**src/rtl/knight_pkg.sv**
```systemverilog
// Shared constants for the knight movement and animation blocks: status codes,
// animation state encoding, sprite ROM bases, screen bounds and small helpers.
package knight_pkg;

  localparam logic [3:0] ST_IDLE   = 4'd0;
  localparam logic [3:0] ST_WALK   = 4'd1;
  localparam logic [3:0] ST_JUMP   = 4'd2;
  localparam logic [3:0] ST_FALL   = 4'd3;
  localparam logic [3:0] ST_ATTACK = 4'd4;

  typedef enum logic [2:0] {
    A_IDLE   = 3'd0,
    A_WALK   = 3'd1,
    A_JUMP   = 3'd2,
    A_FALL   = 3'd3,
    A_ATTACK = 3'd4
  } anim_state_e;

  localparam logic [4:0] SPR_IDLE = 5'd0;
  localparam logic [4:0] SPR_WALK = 5'd2;
  localparam logic [4:0] SPR_JUMP = 5'd6;
  localparam logic [4:0] SPR_FALL = 5'd7;
  localparam logic [4:0] SPR_ATK  = 5'd8;
  localparam logic [4:0] SPR_ATK2 = 5'd11;

  localparam logic [9:0] SCREEN_X_MAX = 10'd639;
  localparam logic [9:0] SCREEN_Y_MAX = 10'd479;

  // Attack (4) and unknown codes land on IDLE; attack entry is decided separately.
  function automatic anim_state_e status_to_state(input logic [3:0] st);
    case (st)
      ST_WALK: return A_WALK;
      ST_JUMP: return A_JUMP;
      ST_FALL: return A_FALL;
      default: return A_IDLE;
    endcase
  endfunction

  function automatic logic [4:0] sprite_base(input anim_state_e s, input logic second);
    case (s)
      A_WALK:   return SPR_WALK;
      A_JUMP:   return SPR_JUMP;
      A_FALL:   return SPR_FALL;
      A_ATTACK: return second ? SPR_ATK2 : SPR_ATK;
      default:  return SPR_IDLE;
    endcase
  endfunction

  function automatic logic [9:0] clamp_coord(input logic signed [10:0] v,
                                             input logic [9:0] max_v);
    if (v < 11'sd0)
      return 10'd0;
    else if (v > $signed({1'b0, max_v}))
      return max_v;
    else
      return v[9:0];
  endfunction

endpackage

```
**src/rtl/anim_hitbox_calc.sv**
```systemverilog
// Combinational attack hitbox: a reach-long box ahead of the body edge on the
// facing side, height centred on PlayerY, clamped to the visible screen.
module anim_hitbox_calc
  import knight_pkg::*;
#(
  parameter int ATK_REACH  = 40,
  parameter int ATK_HEIGHT = 40
) (
  input  logic [9:0] PlayerX,
  input  logic [9:0] PlayerY,
  input  logic [9:0] Player_Size_X,
  input  logic       face_left,
  output logic [9:0] x0,
  output logic [9:0] x1,
  output logic [9:0] y0,
  output logic [9:0] y1
);

  localparam logic signed [10:0] REACH  = 11'(ATK_REACH);
  localparam logic signed [10:0] HALF_H = 11'(ATK_HEIGHT / 2);

  logic signed [10:0] half;
  logic signed [10:0] cx;
  logic signed [10:0] cy;
  logic signed [10:0] ax0;
  logic signed [10:0] ax1;

  always_comb begin
    half = $signed({1'b0, Player_Size_X}) >>> 1;
    cx   = $signed({1'b0, PlayerX});
    cy   = $signed({1'b0, PlayerY});
    if (face_left) begin
      ax1 = cx - half;
      ax0 = ax1 - REACH;
    end else begin
      ax0 = cx + half;
      ax1 = ax0 + REACH;
    end
    x0 = clamp_coord(ax0, SCREEN_X_MAX);
    x1 = clamp_coord(ax1, SCREEN_X_MAX);
    y0 = clamp_coord(cy - HALF_H, SCREEN_Y_MAX);
    y1 = clamp_coord(cy + HALF_H, SCREEN_Y_MAX);
  end

endmodule

```
**src/rtl/knight_anim_seq.sv**
```systemverilog
// Per-frame knight animation sequencer with committed attacks and hitbox.
// Define KNIGHT_ANIM_COMBO_EN to allow one chained follow-up attack.
module knight_anim_seq
  import knight_pkg::*;
#(
  parameter int IDLE_FRAMES  = 2,
  parameter int IDLE_HOLD    = 16,
  parameter int WALK_FRAMES  = 4,
  parameter int WALK_HOLD    = 6,
  parameter int ATK_FRAMES   = 3,
  parameter int ATK_HOLD     = 4,
  parameter int ATK_COOLDOWN = 8,
  parameter int ATK_REACH    = 40,
  parameter int ATK_HEIGHT   = 40
) (
  input  logic       frame_clk,
  input  logic       Reset,
  input  logic [3:0] Player_Status,
  input  logic       Inverse,
  input  logic [9:0] PlayerX,
  input  logic [9:0] PlayerY,
  input  logic [9:0] Player_Size_X,
  output logic [2:0] anim_state,
  output logic [2:0] anim_frame,
  output logic [4:0] sprite_id,
  output logic       flip,
  output logic       attack_start,
  output logic       attack_active,
  output logic [9:0] hit_x0,
  output logic [9:0] hit_x1,
  output logic [9:0] hit_y0,
  output logic [9:0] hit_y1
);

`ifdef KNIGHT_ANIM_COMBO_EN
  localparam bit COMBO_EN = 1'b1;
`else
  localparam bit COMBO_EN = 1'b0;
`endif

  localparam logic [7:0] IDLE_HOLD_M1  = 8'(IDLE_HOLD - 1);
  localparam logic [7:0] WALK_HOLD_M1  = 8'(WALK_HOLD - 1);
  localparam logic [7:0] ATK_HOLD_M1   = 8'(ATK_HOLD - 1);
  localparam logic [2:0] IDLE_LAST     = 3'(IDLE_FRAMES - 1);
  localparam logic [2:0] WALK_LAST     = 3'(WALK_FRAMES - 1);
  localparam logic [2:0] ATK_LAST      = 3'(ATK_FRAMES - 1);
  localparam logic [7:0] COOLDOWN_INIT = 8'(ATK_COOLDOWN);

  anim_state_e state_q, state_d, next_base;
  logic [2:0]  frame_q, frame_d, frame_last;
  logic [7:0]  hold_q, hold_d, hold_m1;
  logic [7:0]  cooldown_q, cooldown_d;
  logic        flip_q, flip_d;
  logic        combo_q, combo_d;
  logic        start_q, start_d;
  logic        active_q, active_d;
  logic [4:0]  sprite_q, sprite_d;
  logic [9:0]  hx0_q, hx1_q, hy0_q, hy1_q;
  logic [9:0]  calc_x0, calc_x1, calc_y0, calc_y1;

  always_comb begin
    next_base  = status_to_state(Player_Status);
    state_d    = state_q;
    frame_d    = frame_q;
    hold_d     = hold_q;
    cooldown_d = (cooldown_q != 8'd0) ? cooldown_q - 8'd1 : 8'd0;
    combo_d    = combo_q;
    start_d    = 1'b0;
    flip_d     = Inverse;

    // JUMP/FALL use a zero limit so they sit on frame 0 with hold 0.
    case (state_q)
      A_IDLE:   begin hold_m1 = IDLE_HOLD_M1; frame_last = IDLE_LAST; end
      A_WALK:   begin hold_m1 = WALK_HOLD_M1; frame_last = WALK_LAST; end
      A_ATTACK: begin hold_m1 = ATK_HOLD_M1;  frame_last = ATK_LAST;  end
      default:  begin hold_m1 = 8'd0;         frame_last = 3'd0;      end
    endcase

    if (state_q == A_ATTACK) begin
      flip_d = flip_q;
      if (hold_q != hold_m1) begin
        hold_d = hold_q + 8'd1;
      end else begin
        hold_d = 8'd0;
        if (frame_q != frame_last) begin
          frame_d = frame_q + 3'd1;
        end else if (COMBO_EN && (Player_Status == ST_ATTACK) && !combo_q) begin
          frame_d = 3'd0;
          combo_d = 1'b1;
          start_d = 1'b1;
          flip_d  = Inverse;
        end else begin
          state_d    = next_base;
          frame_d    = 3'd0;
          combo_d    = 1'b0;
          cooldown_d = COOLDOWN_INIT;
          flip_d     = Inverse;
        end
      end
    end else if ((Player_Status == ST_ATTACK) && (cooldown_q == 8'd0)) begin
      state_d = A_ATTACK;
      frame_d = 3'd0;
      hold_d  = 8'd0;
      start_d = 1'b1;
    end else if (next_base != state_q) begin
      state_d = next_base;
      frame_d = 3'd0;
      hold_d  = 8'd0;
    end else if (hold_q != hold_m1) begin
      hold_d = hold_q + 8'd1;
    end else begin
      hold_d  = 8'd0;
      frame_d = (frame_q == frame_last) ? 3'd0 : frame_q + 3'd1;
    end

    sprite_d = sprite_base(state_d, combo_d) + {2'b00, frame_d};
    active_d = (state_d == A_ATTACK) && (frame_d != 3'd0);
  end

  anim_hitbox_calc #(
    .ATK_REACH (ATK_REACH),
    .ATK_HEIGHT(ATK_HEIGHT)
  ) u_hitbox (
    .PlayerX      (PlayerX),
    .PlayerY      (PlayerY),
    .Player_Size_X(Player_Size_X),
    .face_left    (flip_d),
    .x0           (calc_x0),
    .x1           (calc_x1),
    .y0           (calc_y0),
    .y1           (calc_y1)
  );

  always_ff @(posedge frame_clk or posedge Reset) begin
    if (Reset) begin
      state_q    <= A_IDLE;
      frame_q    <= 3'd0;
      hold_q     <= 8'd0;
      cooldown_q <= 8'd0;
      flip_q     <= 1'b0;
      combo_q    <= 1'b0;
      start_q    <= 1'b0;
      active_q   <= 1'b0;
      sprite_q   <= 5'd0;
      hx0_q      <= 10'd0;
      hx1_q      <= 10'd0;
      hy0_q      <= 10'd0;
      hy1_q      <= 10'd0;
    end else begin
      state_q    <= state_d;
      frame_q    <= frame_d;
      hold_q     <= hold_d;
      cooldown_q <= cooldown_d;
      flip_q     <= flip_d;
      combo_q    <= combo_d;
      start_q    <= start_d;
      active_q   <= active_d;
      sprite_q   <= sprite_d;
      hx0_q      <= active_d ? calc_x0 : 10'd0;
      hx1_q      <= active_d ? calc_x1 : 10'd0;
      hy0_q      <= active_d ? calc_y0 : 10'd0;
      hy1_q      <= active_d ? calc_y1 : 10'd0;
    end
  end

  assign anim_state    = state_q;
  assign anim_frame    = frame_q;
  assign sprite_id     = sprite_q;
  assign flip          = flip_q;
  assign attack_start  = start_q;
  assign attack_active = active_q;
  assign hit_x0        = hx0_q;
  assign hit_x1        = hx1_q;
  assign hit_y0        = hy0_q;
  assign hit_y1        = hy1_q;

endmodule
```
**config.mk**
```make
export PLATFORM = sky130hd
export DESIGN_NAME = knight_anim_seq
export DESIGN_NICKNAME = d
export VERILOG_FILES = /design/src/rtl/knight_pkg.sv /design/src/rtl/anim_hitbox_calc.sv /design/src/rtl/knight_anim_seq.sv
export SDC_FILE = /design/constraint.sdc
export NUM_CORES = 1
export LEC_CHECK = 0
export ABC_CLOCK_PERIOD_IN_PS = 3600
export BUFFER_PORTS_ARGS = -buffer_cell sky130_fd_sc_hd__buf_4
export CAP_MARGIN = 10
export CORE_AREA = 2 2 101 103
export DETAILED_ROUTE_END_ITERATION = 16
export DIE_AREA = 0 0 103 105
export PLACE_DENSITY = 0.76
export SETUP_SLACK_MARGIN = 0.5
export SLEW_MARGIN = 40
export SYNTH_ARGS = -nofsm -noshare
export SYNTH_HDL_FRONTEND = slang
export SYNTH_SLANG_ARGS = --single-unit
```
**constraint.sdc**
```tcl
create_clock -name frame_clk -period 3.6 [get_ports frame_clk]
set_input_delay 0.18 -clock frame_clk [delete_from_list [all_inputs] [get_ports frame_clk]]
set_output_delay 0.18 -clock frame_clk [all_outputs]
set_load 0.02 [all_outputs]
```
==> impl_metrics.env, run 1 <==
export IMPL_period_needed_ns=3.20
export IMPL_setup_viol=0
export IMPL_route_detailed_drc=0
export IMPL_fin_crit_sh_pct=89.0
export IMPL_drt_wl_total_um=13100
export IMPL_grt_ovfl_total=0
export IMPL_cts_tree="yes"
export IMPL_gp_congestion=0.854
export IMPL_drt_pass1_iterations=5
export IMPL_numClockSinks=71
export IMPL_die_height_um=105
export IMPL_synth_warnings=0
export IMPL_power_density_mw_per_mm2=386
export IMPL_fin_skew_ns=0.00993
export IMPL_numCtsBuffers=9
export IMPL_io_buffers=89
export IMPL_stdcell_count=807
export IMPL_yosysTopAreaCell="dfrtp_1"
export IMPL_clkPwrFrac_pct=26.8
export IMPL_p_seq_share_pct=39.1
export IMPL_end_kind="register"
export IMPL_post_place_cells=754
export IMPL_p_int_w=0.00155
export IMPL_synthTopCellsByArea="dfrtp_1 (36%), ha_1 (7.7%), a21oi_1 (4.8%), xnor2_1 (4.5%), nor2_1 (3.8%)"
export IMPL_path_clk_slew_ns=0.09
export IMPL_crit_fanout=5
export IMPL_tightest_slew_ns=0.603
export IMPL_clk_root_buffer_cell="clkbuf_8"
export IMPL_yosys_register_bits=71
export IMPL_drive_gt1_share_pct=31.0
export IMPL_holdWs_ns=0.0748
export IMPL_ant_nets=0
export IMPL_rsz0062_at_grt="yes"
export IMPL_dr_first_iter_drc_count=261
export IMPL_grt_pass1_vias=4356
export IMPL_leakage_nw=3.08
export IMPL_cap_violations=0
export IMPL_hold_viol_final=0
export IMPL_wl_per_cell_um=16.3
export IMPL_area_growth_pct=29.2
export IMPL_synth_flop_cell="dfrtp_1"
export IMPL_ys_seq_area_share_pct=36.3
export IMPL_peakVddDrop_mv=0.197
export IMPL_post_synth_top_area_fraction_pct=36.3
export IMPL_dp_hpwl_um=9180
export IMPL_yosysMostFrequentCell="dfrtp_1"
export IMPL_clk_path_buf_depth=2
export IMPL_worstSetupStartpointType="register"
export IMPL_initial_core_util_pct=50.8
export IMPL_antenna_cells=0
export IMPL_p_sw_w=0.000886
export IMPL_slew_headroom_pct=59.7
export IMPL_cp_required_ns=3.88
export IMPL_grt_max_degree=50
export IMPL_worstPathArrival_ns=3.48
export IMPL_tns_ns=0
export IMPL_coreArea_mm2=0.00964
export IMPL_ys_top_cells_by_count="dfrtp_1 (71), nor2_1 (49), a21oi_1 (47)"
export IMPL_hold_class="in -> reg"
export IMPL_p_comb_share_pct=34.2
export IMPL_track_usage_pct=23.6
export IMPL_maxSlewViolCount=0
export IMPL_status="finished, final reports clean"
export IMPL_antenna_found_initial=0
export IMPL_ys_types=85
export IMPL_nets=739
export IMPL_clock_latency_ns=0.35
export IMPL_slowest_stage="or4bb_4"
export IMPL_via_count=4551
export IMPL_synth_edf_count=0
export IMPL_fmax_mhz=312
export IMPL_chipWidth_um=103
export IMPL_syn_inst=544
export IMPL_grt_pass1_wl_um=20300
export IMPL_crit_path_cell_trace="buf_4 -> or4bb_4 -> a31oi_4 -> o21ai_4 -> or3_4 -> nand2_4 -> inv_4 -> nor3_4 -> nand2_2 -> o21ai_2 -> ha_2 -> inv_2 -> fa_2 -> inv_1 -> a21oi_1 -> nor2_1"
export IMPL_syn_mean_instance_area_um2=8.99
export IMPL_via_per_inst=5.64
export IMPL_crit_type="reg -> reg"
export IMPL_sw_frac_of_total_pct=36.3
export IMPL_htreeDepth=3
export IMPL_netlist_area_mm2=0.00489
export IMPL_fillCellCount=792
export IMPL_fp_row_count=36
export IMPL_synthArstFlopShare_pct=100
export IMPL_pin_count=91
export IMPL_die_area_mm2=0.0108
export IMPL_cp_slowest_stage_delay_ns=0.55
## per-layer routing
| metal | part of all wire, % | global-route usage, % | vias up |
|---|---|---|---|
| met2 | 51 | 39.4 | 154 |
| met3 | 4.4 | 3.28 | 39 |
| met5 | 0 | 0 | - |
| met1 | 41 | 30.8 | 2194 |
| li1 | - | - | 2164 |
| met4 | 2.9 | 8.65 | 0 |
## placed cells by master, fill, tap and decap left out, types with 4 or more instances in the layout
cell type	instances
o21ai_0	17
o31ai_1	6
nand4_1	4
a211o_1	5
nor3b_1	5
nor2_1	49
xor2_1	16
nor4_1	5
ha_1	28
inv_1	42
a211oi_1	5
nand3_1	14
nand2_1	36
inv_6	4
buf_4	126
a31o_2	4
xnor2_1	25
nor3_1	11
clkbuf_8	9
and2_1	5
dfrtp_1	65
and3_1	5
nand2b_1	7
a31oi_1	5
nor2b_1	8
dfrtp_2	6
a21o_1	7
a21oi_1	46
## metrics by stage
stage | setup WS, ns | utilization, % | power (W) | area [um2]
floorplan | 0.398 | - | 0.00153 | 4940
global placement | 0.284 | 59.3 | 0.00169 | 5710
detailed placement | 0.192 | 59.3 | 0.00172 | 5710
CTS | 0.455 | 63.2 | 0.00239 | 6090
global route | 0.294 | 65.6 | 0.00259 | 6320
finish | 0.398 | 65.6 | 0.00244 | 6320
## worst max-delay path: cells and delay by family (launching register included)
| kind | cells | cell delay [ns] |
|---|---|---|
| DFF | 1 | 0.37 |
| and+or+nand+nor | 6 | 1.43 |
| buffers and inverters | 4 | 0.30 |
| AOI/OAI and AO/OA | 4 | 0.47 |
| adders and majority gates | 2 | 0.55 |
## cell families after synthesis
group	after synthesis	share of synthesized area [%]
simple gates	181	19.2
compound gates	147	21.5
flops	71	36.3
buf+inv	65	5.63
xor+xnor	41	7.34
fa+ha+maj	33	8.90
mux	5	1.05
other cells	1	0.0767
## final cells by class
cell class                      instances  area (um2)  share of cell area [%]
Clock buffer                            9         124                    1.96
Clock inverter                          7        75.1                    1.19
Multi-Input combinational cell        409        2990                    47.2
Sequential cell                        71        1780                    28.2
Timing Repair Buffer                  131        1000                    15.9
Inverter                               47         181                    2.87
Tap cell                              133         166                    2.63
## final timing paths
| kind | startpoint | endpoint | slack, ns | cells after the start |
|---|---|---|---|---|
| max | anim_state[2] | sprite_id[4] | 0.40 | 16 |
| min | PlayerY[2] | hit_y0[2] | 0.07 | 2 |
| max reg2reg | anim_state[2] | sprite_id[4] | 0.40 | 16 |
| min reg2reg | cooldown_q[0] | cooldown_q[0] | 0.45 | 1 |
| max in group asynchronous | Reset | hold_q[0] | 2.38 | 4 |
| min in group asynchronous | Reset | sprite_id[4] | 0.48 | 3 |
## registers in the layout, summed over array words and instances (netlist names), 3 cells and up
name / flops
hit_x0: 10
anim_frame: 3
hit_y1: 10
hit_x1: 10
cooldown_q: 8
anim_state: 3
sprite_id: 5
hit_y0: 10
hold_q: 8
## power by group through the flow
stage / combinational (W) / clock, W / sequential (W)
2_1_floorplan: 0.000581 / 0 / 0.000946
3_3_place_gp: 0.000727 / 0 / 0.000959
3_5_place_dp: 0.000759 / 0 / 0.000965
4_1_cts: 0.000786 / 0.000656 / 0.000948
5_1_grt: 0.000924 / 0.000700 / 0.000964
6_report: 0.000834 / 0.000652 / 0.000952
## timing repair
item,4_1_cts,5_1_grt
endpoints found under the setup margin,22,24
setup buffers,18,18
hold buffers,1,0
hold endpoints to repair,48,0
resized for setup,8,20
pin swaps,8,11
(Power assumes the default switching activity.)
==> run 2: changes to the inputs <==
--- a/config.mk
+++ b/config.mk
@@ -5,13 +5,13 @@
 export SDC_FILE = /design/constraint.sdc
 export NUM_CORES = 1
 export LEC_CHECK = 0
-export ABC_CLOCK_PERIOD_IN_PS = 3600
+export ABC_CLOCK_PERIOD_IN_PS = 3060
 export BUFFER_PORTS_ARGS = -buffer_cell sky130_fd_sc_hd__buf_4
 export CAP_MARGIN = 10
-export CORE_AREA = 2 2 101 103
+export CORE_AREA = 2 2 96 98
 export DETAILED_ROUTE_END_ITERATION = 16
-export DIE_AREA = 0 0 103 105
-export PLACE_DENSITY = 0.76
+export DIE_AREA = 0 0 98 100
+export PLACE_DENSITY = 0.8
 export SETUP_SLACK_MARGIN = 0.5
 export SLEW_MARGIN = 40
 export SYNTH_ARGS = -nofsm -noshare
==> constraint.sdc (replaced) <==
create_clock -name frame_clk -period 3.06 [get_ports frame_clk]
set_input_delay 0.153 -clock frame_clk [delete_from_list [all_inputs] [get_ports frame_clk]]
set_output_delay 0.153 -clock frame_clk [all_outputs]
set_load 0.02 [all_outputs]
==> run 2 against run 1 <==
  * The run now ends with negative setup slack left
  * Sequential cell count stayed put
  * Maximum frequency rose by 2.5%
  * Non-clock buffer count is 22 higher
  * Die area shrank 9.4%
  * Highest routed layer unchanged
  * Critical path depth is 4 lower
  * Power rose by 26%
  * Largest cell class unchanged
  * Design area increased by 6.7%
  * Clock skew fell by 0.0010 ns
  * Core utilization is 10 points higher
  * Worst setup slack got worse by 0.46 ns
  * Combinational power rose by 35%
  * Largest power group is now combinational cells
==> impl_metrics.env, run 2 (synthesis gave the netlist of run 1 again) <==
export IMPL_worst_slack_ns=-0.0641
export IMPL_stdcell_count=808
export IMPL_hold_viol_final=0
export IMPL_period_needed_ns=3.12
export IMPL_grt_pass1_wl_um=22600
export IMPL_place_area_mm2=0.00602
export IMPL_setup_viol=3
export IMPL_coreArea_mm2=0.00889
export IMPL_die_area_mm2=0.00980
export IMPL_final_util_pct=75.9
export IMPL_slew_headroom_pct=45.8
export IMPL_pin_count=91
export IMPL_clock_latency_ns=0.34
export IMPL_worstSetupStartpointType="register"
export IMPL_area_growth_pct=37.9
export IMPL_crit_type="reg -> reg"
export IMPL_dp_hpwl_um=9660
export IMPL_cap_violations=0
export IMPL_grt_max_degree=31
export IMPL_track_usage_pct=28.2
export IMPL_antenna_found_initial=0
export IMPL_ant_nets=0
export IMPL_design_area_mm2=0.00674
export IMPL_power_density_mw_per_mm2=454
export IMPL_tightest_slew_ns=0.814
export IMPL_end_kind="register"
export IMPL_fin_crit_sh_pct=102
export IMPL_route_detailed_drc=0
export IMPL_cp_required_ns=3.30
export IMPL_dr_first_iter_drc_count=363
export IMPL_clk_path_buf_depth=2
export IMPL_post_place_cells=769
export IMPL_wl_per_cell_um=17.4
export IMPL_grt_ovfl_total=0
export IMPL_peakVddDrop_mv=0.291
export IMPL_numClockSinks=71
export IMPL_io_buffers=89
export IMPL_numCtsBuffers=9
export IMPL_most_common_layout_cells="buf_4 (139), dfrtp_1 (68), nor2_1 (47), inv_1 (42), nand2_1 (35)"
export IMPL_rsz0062_at_grt="yes"
export IMPL_nets=763
export IMPL_clk_root_buffer_cell="clkbuf_8"
export IMPL_drive_gt1_share_pct=38.7
export IMPL_via_count=4722
export IMPL_place_ws_ns=-0.0585
export IMPL_fp_row_count=35
export IMPL_worstPathArrival_ns=3.36
export IMPL_die_height_um=100
export IMPL_drt_wl_total_um=14000
export IMPL_tns_ns=-0.121
export IMPL_final_common_cell="buf_4"
export IMPL_chipWidth_um=98
export IMPL_path_clk_slew_ns=0.08
export IMPL_initial_core_util_pct=55.0
export IMPL_drt_pass1_iterations=6
export IMPL_gp_congestion=0.934
export IMPL_maxSlewViolCount=0
export IMPL_via_per_inst=5.84
export IMPL_violations="negative setup slack"
export IMPL_antenna_cells=0
export IMPL_status="finished with violations"
export IMPL_cts_tree="yes"
export IMPL_leakage_nw=3.25
export IMPL_grt_pass1_vias=4802
export IMPL_fin_skew_ns=0.00888
export IMPL_crit_fanout=3
export IMPL_htreeDepth=3
export IMPL_fmax_mhz=320
export IMPL_hold_class="in -> reg"
-- run 2: cell count changes in the layout (fill, tap and decap cells not counted), moves of 4 or more --
| cell | change |
|---|---|
| buf_4 | +13 |
| inv_6 | -4 |
| buf_6 | +11 |
| a21oi_2 | +19 |
| a21oi_1 | -19 |
-- run 2: timing repair --
action,4_1_cts,5_1_grt
gates cloned,2,0
resized for setup,62,13
pin swaps,16,5
setup endpoints to repair,44,44
setup buffers,14,7
hold buffers,1,0
hold endpoints to repair,19,0
-- run 2: cell type report --
type	count	area, um2
Sequential cell	71	1780
Clock inverter	6	86.3
Multi-Input combinational cell	411	3230
Fill cell	565	2150
Inverter	47	181
Clock buffer	9	124
Tap cell	111	139
Timing Repair Buffer	153	1200
-- run 2: worst max-delay path, stage by stage, from the launching register on --
cell and delay (ns):
dfrtp_1 0.38, or4_4 0.55, a2111o_1 0.41, or3_4 0.37
nand2_4 0.10, inv_4 0.04, nor3_4 0.17, nand2_2 0.11
o21ai_2 0.16, ha_4 0.15, inv_2 0.03, fa_2 0.50
inv_1 0.04
-- run 2: metal layers --
metal	GRT usage, %	routed length [um]
met5	0	0
met4	10.1	320
met3	4.94	711
met2	53.0	7610
met1	32.2	5390
-- run 2: path summary, 6_finish.rpt --
kind	from	end	slack, ns	cells past startpoint
worst max-delay path	hold_q[4]	sprite_id[1]	-0.06	12
worst min-delay path	PlayerY[2]	hit_y1[2]	0.06	2
worst max register to register	hold_q[4]	sprite_id[1]	-0.06	12
worst min register to register	cooldown_q[0]	cooldown_q[0]	0.46	1
max in group asynchronous	Reset	hit_x1[5]	1.95	4
min in group asynchronous	Reset	hit_y1[9]	0.37	3
-- run 2: metrics by stage --
stage          hold WS (ns)  power, W
5_1_grt              0.0436   0.00322
4_1_cts              0.0449   0.00299
6_report             0.0627   0.00306
2_1_floorplan         0.239   0.00181
3_3_place_gp          0.187   0.00206
3_5_place_dp          0.193   0.00210
-- run 2: power breakdown --
group	switching, W	total [W]	internal [W]
registers	0.0000952	0.00112	0.00102
logic	0.000646	0.00113	0.000488
clock network	0.000360	0.000813	0.000453
total	0.00110	0.00306	0.00196
==> run 3: changes to the inputs <==
--- a/config.mk
+++ b/config.mk
@@ -5,12 +5,13 @@
 export SDC_FILE = /design/constraint.sdc
 export NUM_CORES = 1
 export LEC_CHECK = 0
+export ABC_AREA = 1
 export ABC_CLOCK_PERIOD_IN_PS = 3060
 export BUFFER_PORTS_ARGS = -buffer_cell sky130_fd_sc_hd__buf_4
 export CAP_MARGIN = 10
-export CORE_AREA = 2 2 96 98
+export CORE_AREA = 2 2 98 100
 export DETAILED_ROUTE_END_ITERATION = 16
-export DIE_AREA = 0 0 98 100
+export DIE_AREA = 0 0 100 102
 export PLACE_DENSITY = 0.8
 export SETUP_SLACK_MARGIN = 0.5
 export SLEW_MARGIN = 40
==> run 3 against run 2 <==
  * The flow now finishes without violations
  * Combinational power fell by 52%
  * Sequential cell count did not move
  * Synthesized cell count rose by 21%
  * Core utilization down 6.3 points
  * Design area fell by 6.0%
  * Clock power grew 3.4%
  * Die area grew 4.1%
  * Clock-buffer cell count unchanged
  * Critical path type unchanged
  * Critical endpoint unchanged
  * Largest cell class unchanged
  * Highest routed layer unchanged
==> impl_metrics.env, run 3 <==
export IMPL_hold_viol_final=0
export IMPL_multiInputGateArea_mm2=0.00297
export IMPL_chipWidth_um=100
export IMPL_cap_violations=0
export IMPL_holdPathEnd="hit_y0[0]"
export IMPL_crit_type="reg -> reg"
export IMPL_tns_ns=0
export IMPL_gp_congestion=0.899
export IMPL_dr_first_iter_drc_count=153
export IMPL_wl_per_cell_um=12.5
export IMPL_p_int_w=0.00159
export IMPL_synth_warnings=0
export IMPL_sw_frac_of_total_pct=31.3
export IMPL_coreArea_mm2=0.00911
export IMPL_yosysMostFrequentCell="nand2_1"
export IMPL_syn_mean_instance_area_um2=7.73
export IMPL_ys_types=41
export IMPL_cts_tree="yes"
export IMPL_grt_pass1_wl_um=18800
export IMPL_initial_core_util_pct=55.9
export IMPL_die_area_mm2=0.0102
export IMPL_ant_nets=0
export IMPL_synth_flop_cell="dfrtp_1"
export IMPL_peakVddDrop_mv=0.215
export IMPL_hold_start="PlayerY[0]"
export IMPL_numClockSinks=71
export IMPL_synthTopCellsByArea="dfrtp_1 (35%), nand2_1 (12%), ha_1 (7.4%), inv_1 (6.6%), nor2_1 (5.1%)"
export IMPL_numCtsBuffers=9
export IMPL_worstSetupStartpointType="register"
export IMPL_htreeDepth=3
export IMPL_path_clk_slew_ns=0.09
export IMPL_leakage_nw=3.48
export IMPL_drt_pass1_iterations=4
export IMPL_fmax_mhz=396
export IMPL_status="finished, final reports clean"
export IMPL_seq_area_mm2=0.00178
export IMPL_grt_pass1_vias=4399
export IMPL_reg2regPathDepth=15
export IMPL_hold_class="in -> reg"
export IMPL_ys_seq_area_share_pct=34.9
export IMPL_r2r_end="sprite_id[1]"
export IMPL_grt_ovfl_total=0
export IMPL_via_per_inst=5.06
export IMPL_clkPwrFrac_pct=36.3
export IMPL_clk_root_buffer_cell="clkbuf_8"
export IMPL_grt_max_degree=42
export IMPL_io_buffers=89
export IMPL_yosys_register_bits=71
export IMPL_die_height_um=102
export IMPL_p_seq_share_pct=40.5
export IMPL_final_common_cell="nand2_1"
export IMPL_period_needed_ns=2.53
export IMPL_end_kind="register"
export IMPL_p_comb_share_pct=23.2
export IMPL_ys_top_cells_by_count="nand2_1 (163), inv_1 (90), dfrtp_1 (71)"
export IMPL_reg2reg_setup_slack_ns=0.53
export IMPL_synthArstFlopShare_pct=100
export IMPL_pin_count=91
export IMPL_tightest_slew_ns=0.677
export IMPL_p_sw_w=0.000726
export IMPL_via_count=4496
export IMPL_antenna_found_initial=0
export IMPL_fin_skew_ns=0.0163
export IMPL_fp_row_count=35
export IMPL_track_usage_pct=22.7
export IMPL_power_density_mw_per_mm2=366
export IMPL_most_common_layout_cells="nand2_1 (159), buf_4 (105), inv_1 (85), dfrtp_1 (68), nor2_1 (66)"
export IMPL_dp_hpwl_um=8650
export IMPL_rsz0062_at_grt="yes"
export IMPL_post_synth_top_area_fraction_pct=34.9
export IMPL_maxSlewViolCount=0
export IMPL_antenna_cells=0
export IMPL_syn_inst=659
export IMPL_drive_gt1_share_pct=30.0
export IMPL_place_ws_ns=0.237
export IMPL_drt_wl_total_um=11100
export IMPL_route_detailed_drc=0
export IMPL_crit_fanout=7
export IMPL_area_growth_pct=24.5
export IMPL_worst_slack_ns=0.532
export IMPL_clk_path_buf_depth=2
export IMPL_netlist_area_mm2=0.00509
export IMPL_yosysTopAreaCell="dfrtp_1"
export IMPL_synth_edf_count=0
export IMPL_slew_headroom_pct=54.9
export IMPL_setup_viol=0
export IMPL_worstPathArrival_ns=2.78
export IMPL_hold_depth=3
export IMPL_nets=842
export IMPL_cp_required_ns=3.31
export IMPL_reg2reg_from="anim_state[1]"
export IMPL_clock_latency_ns=0.34
export IMPL_fin_crit_sh_pct=82.6
export IMPL_fillCellCount=735
[run 3: layout make-up]
cell class | count | area share (%)
inverter | 101 | 6.24
clock inverter | 7 | 1.62
clock buffer | 9 | 1.95
multi-input combinational | 480 | 46.8
timing repair buffer | 109 | 13.1
sequential | 71 | 28.1
tap | 111 | 2.19
[run 3: logic make-up after synthesis]
group,count (synthesis),synth area share [%]
xor gates and xnor gates,26,4.62
adders and majority gates,33,8.55
other,1,0.0736
DFF,71,34.9
buffers and inverters,109,8.70
and+or+nand+nor,356,35.1
AOI/OAI and AO/OA,63,8.06
[run 3: critical path, stage by stage (launching register included)]
cell and delay [ns]:
dfrtp_2 0.46, inv_1 0.17, nand3_4 0.12, nand3_1 0.11, nand2_2 0.08, nor2_4 0.14, nand3_4 0.11, nand2_4 0.10
nand2_4 0.09, nor2_4 0.11, inv_2 0.06, o21ai_2 0.10, ha_2 0.18, inv_2 0.04, fa_2 0.51, inv_1 0.04
[run 3: metrics by stage]
step                      hold WS (ns)  instance area (um2)  utilization, %  power [W]  std cells
after floorplan                  0.226                 5100               -    0.00135        660
after global placement           0.356                 5880            64.5    0.00147        854
after detailed placement         0.359                 5880            64.5    0.00148        854
after CTS                       0.0501                 6220            68.3    0.00233        882
after global routing            0.0569                 6340            69.6    0.00245        888
final                           0.0691                 6340            69.6    0.00232        888
[run 3: worst max path at each step]
stage / slack, ns / cells past startpoint / start / endpoint
5_1_grt: 0.36 / 15 / cooldown_q[0] / sprite_id[3]
2_1_floorplan: 0.52 / 15 / anim_state[0] / sprite_id[2]
3_5_place_dp: 0.24 / 15 / anim_state[0] / sprite_id[4]
6_report: 0.53 / 15 / anim_state[1] / sprite_id[1]
3_3_place_gp: 0.39 / 17 / anim_state[0] / sprite_id[4]
4_1_cts: 0.49 / 17 / anim_state[1] / sprite_id[2]
[run 3: power groups by stage]
stage               clock network, W  logic, W  registers, W
finish                      0.000841  0.000537      0.000939
detailed placement                 0  0.000526      0.000958
global placement                   0  0.000512      0.000958
CTS                         0.000859  0.000531      0.000939
global route                0.000904  0.000610      0.000939
floorplan                          0  0.000395      0.000960
[run 3: routing by layer]
metal	global-route usage [%]	vias up	wire [um]
li1	-	2294	-
met1	27.2	2104	4790
met2	41.8	82	5840
met3	3.42	16	317
met4	7.80	0	179
met5	0	-	0
[run 3: what timing repair did]
action / in CTS / in global routing
setup buffers: 10 / 6
pin swaps: 7 / 9
gates resized for setup: 7 / 24
hold buffers: 2 / 0
hold endpoints to repair: 31 / 0
setup endpoints to repair: 4 / 22
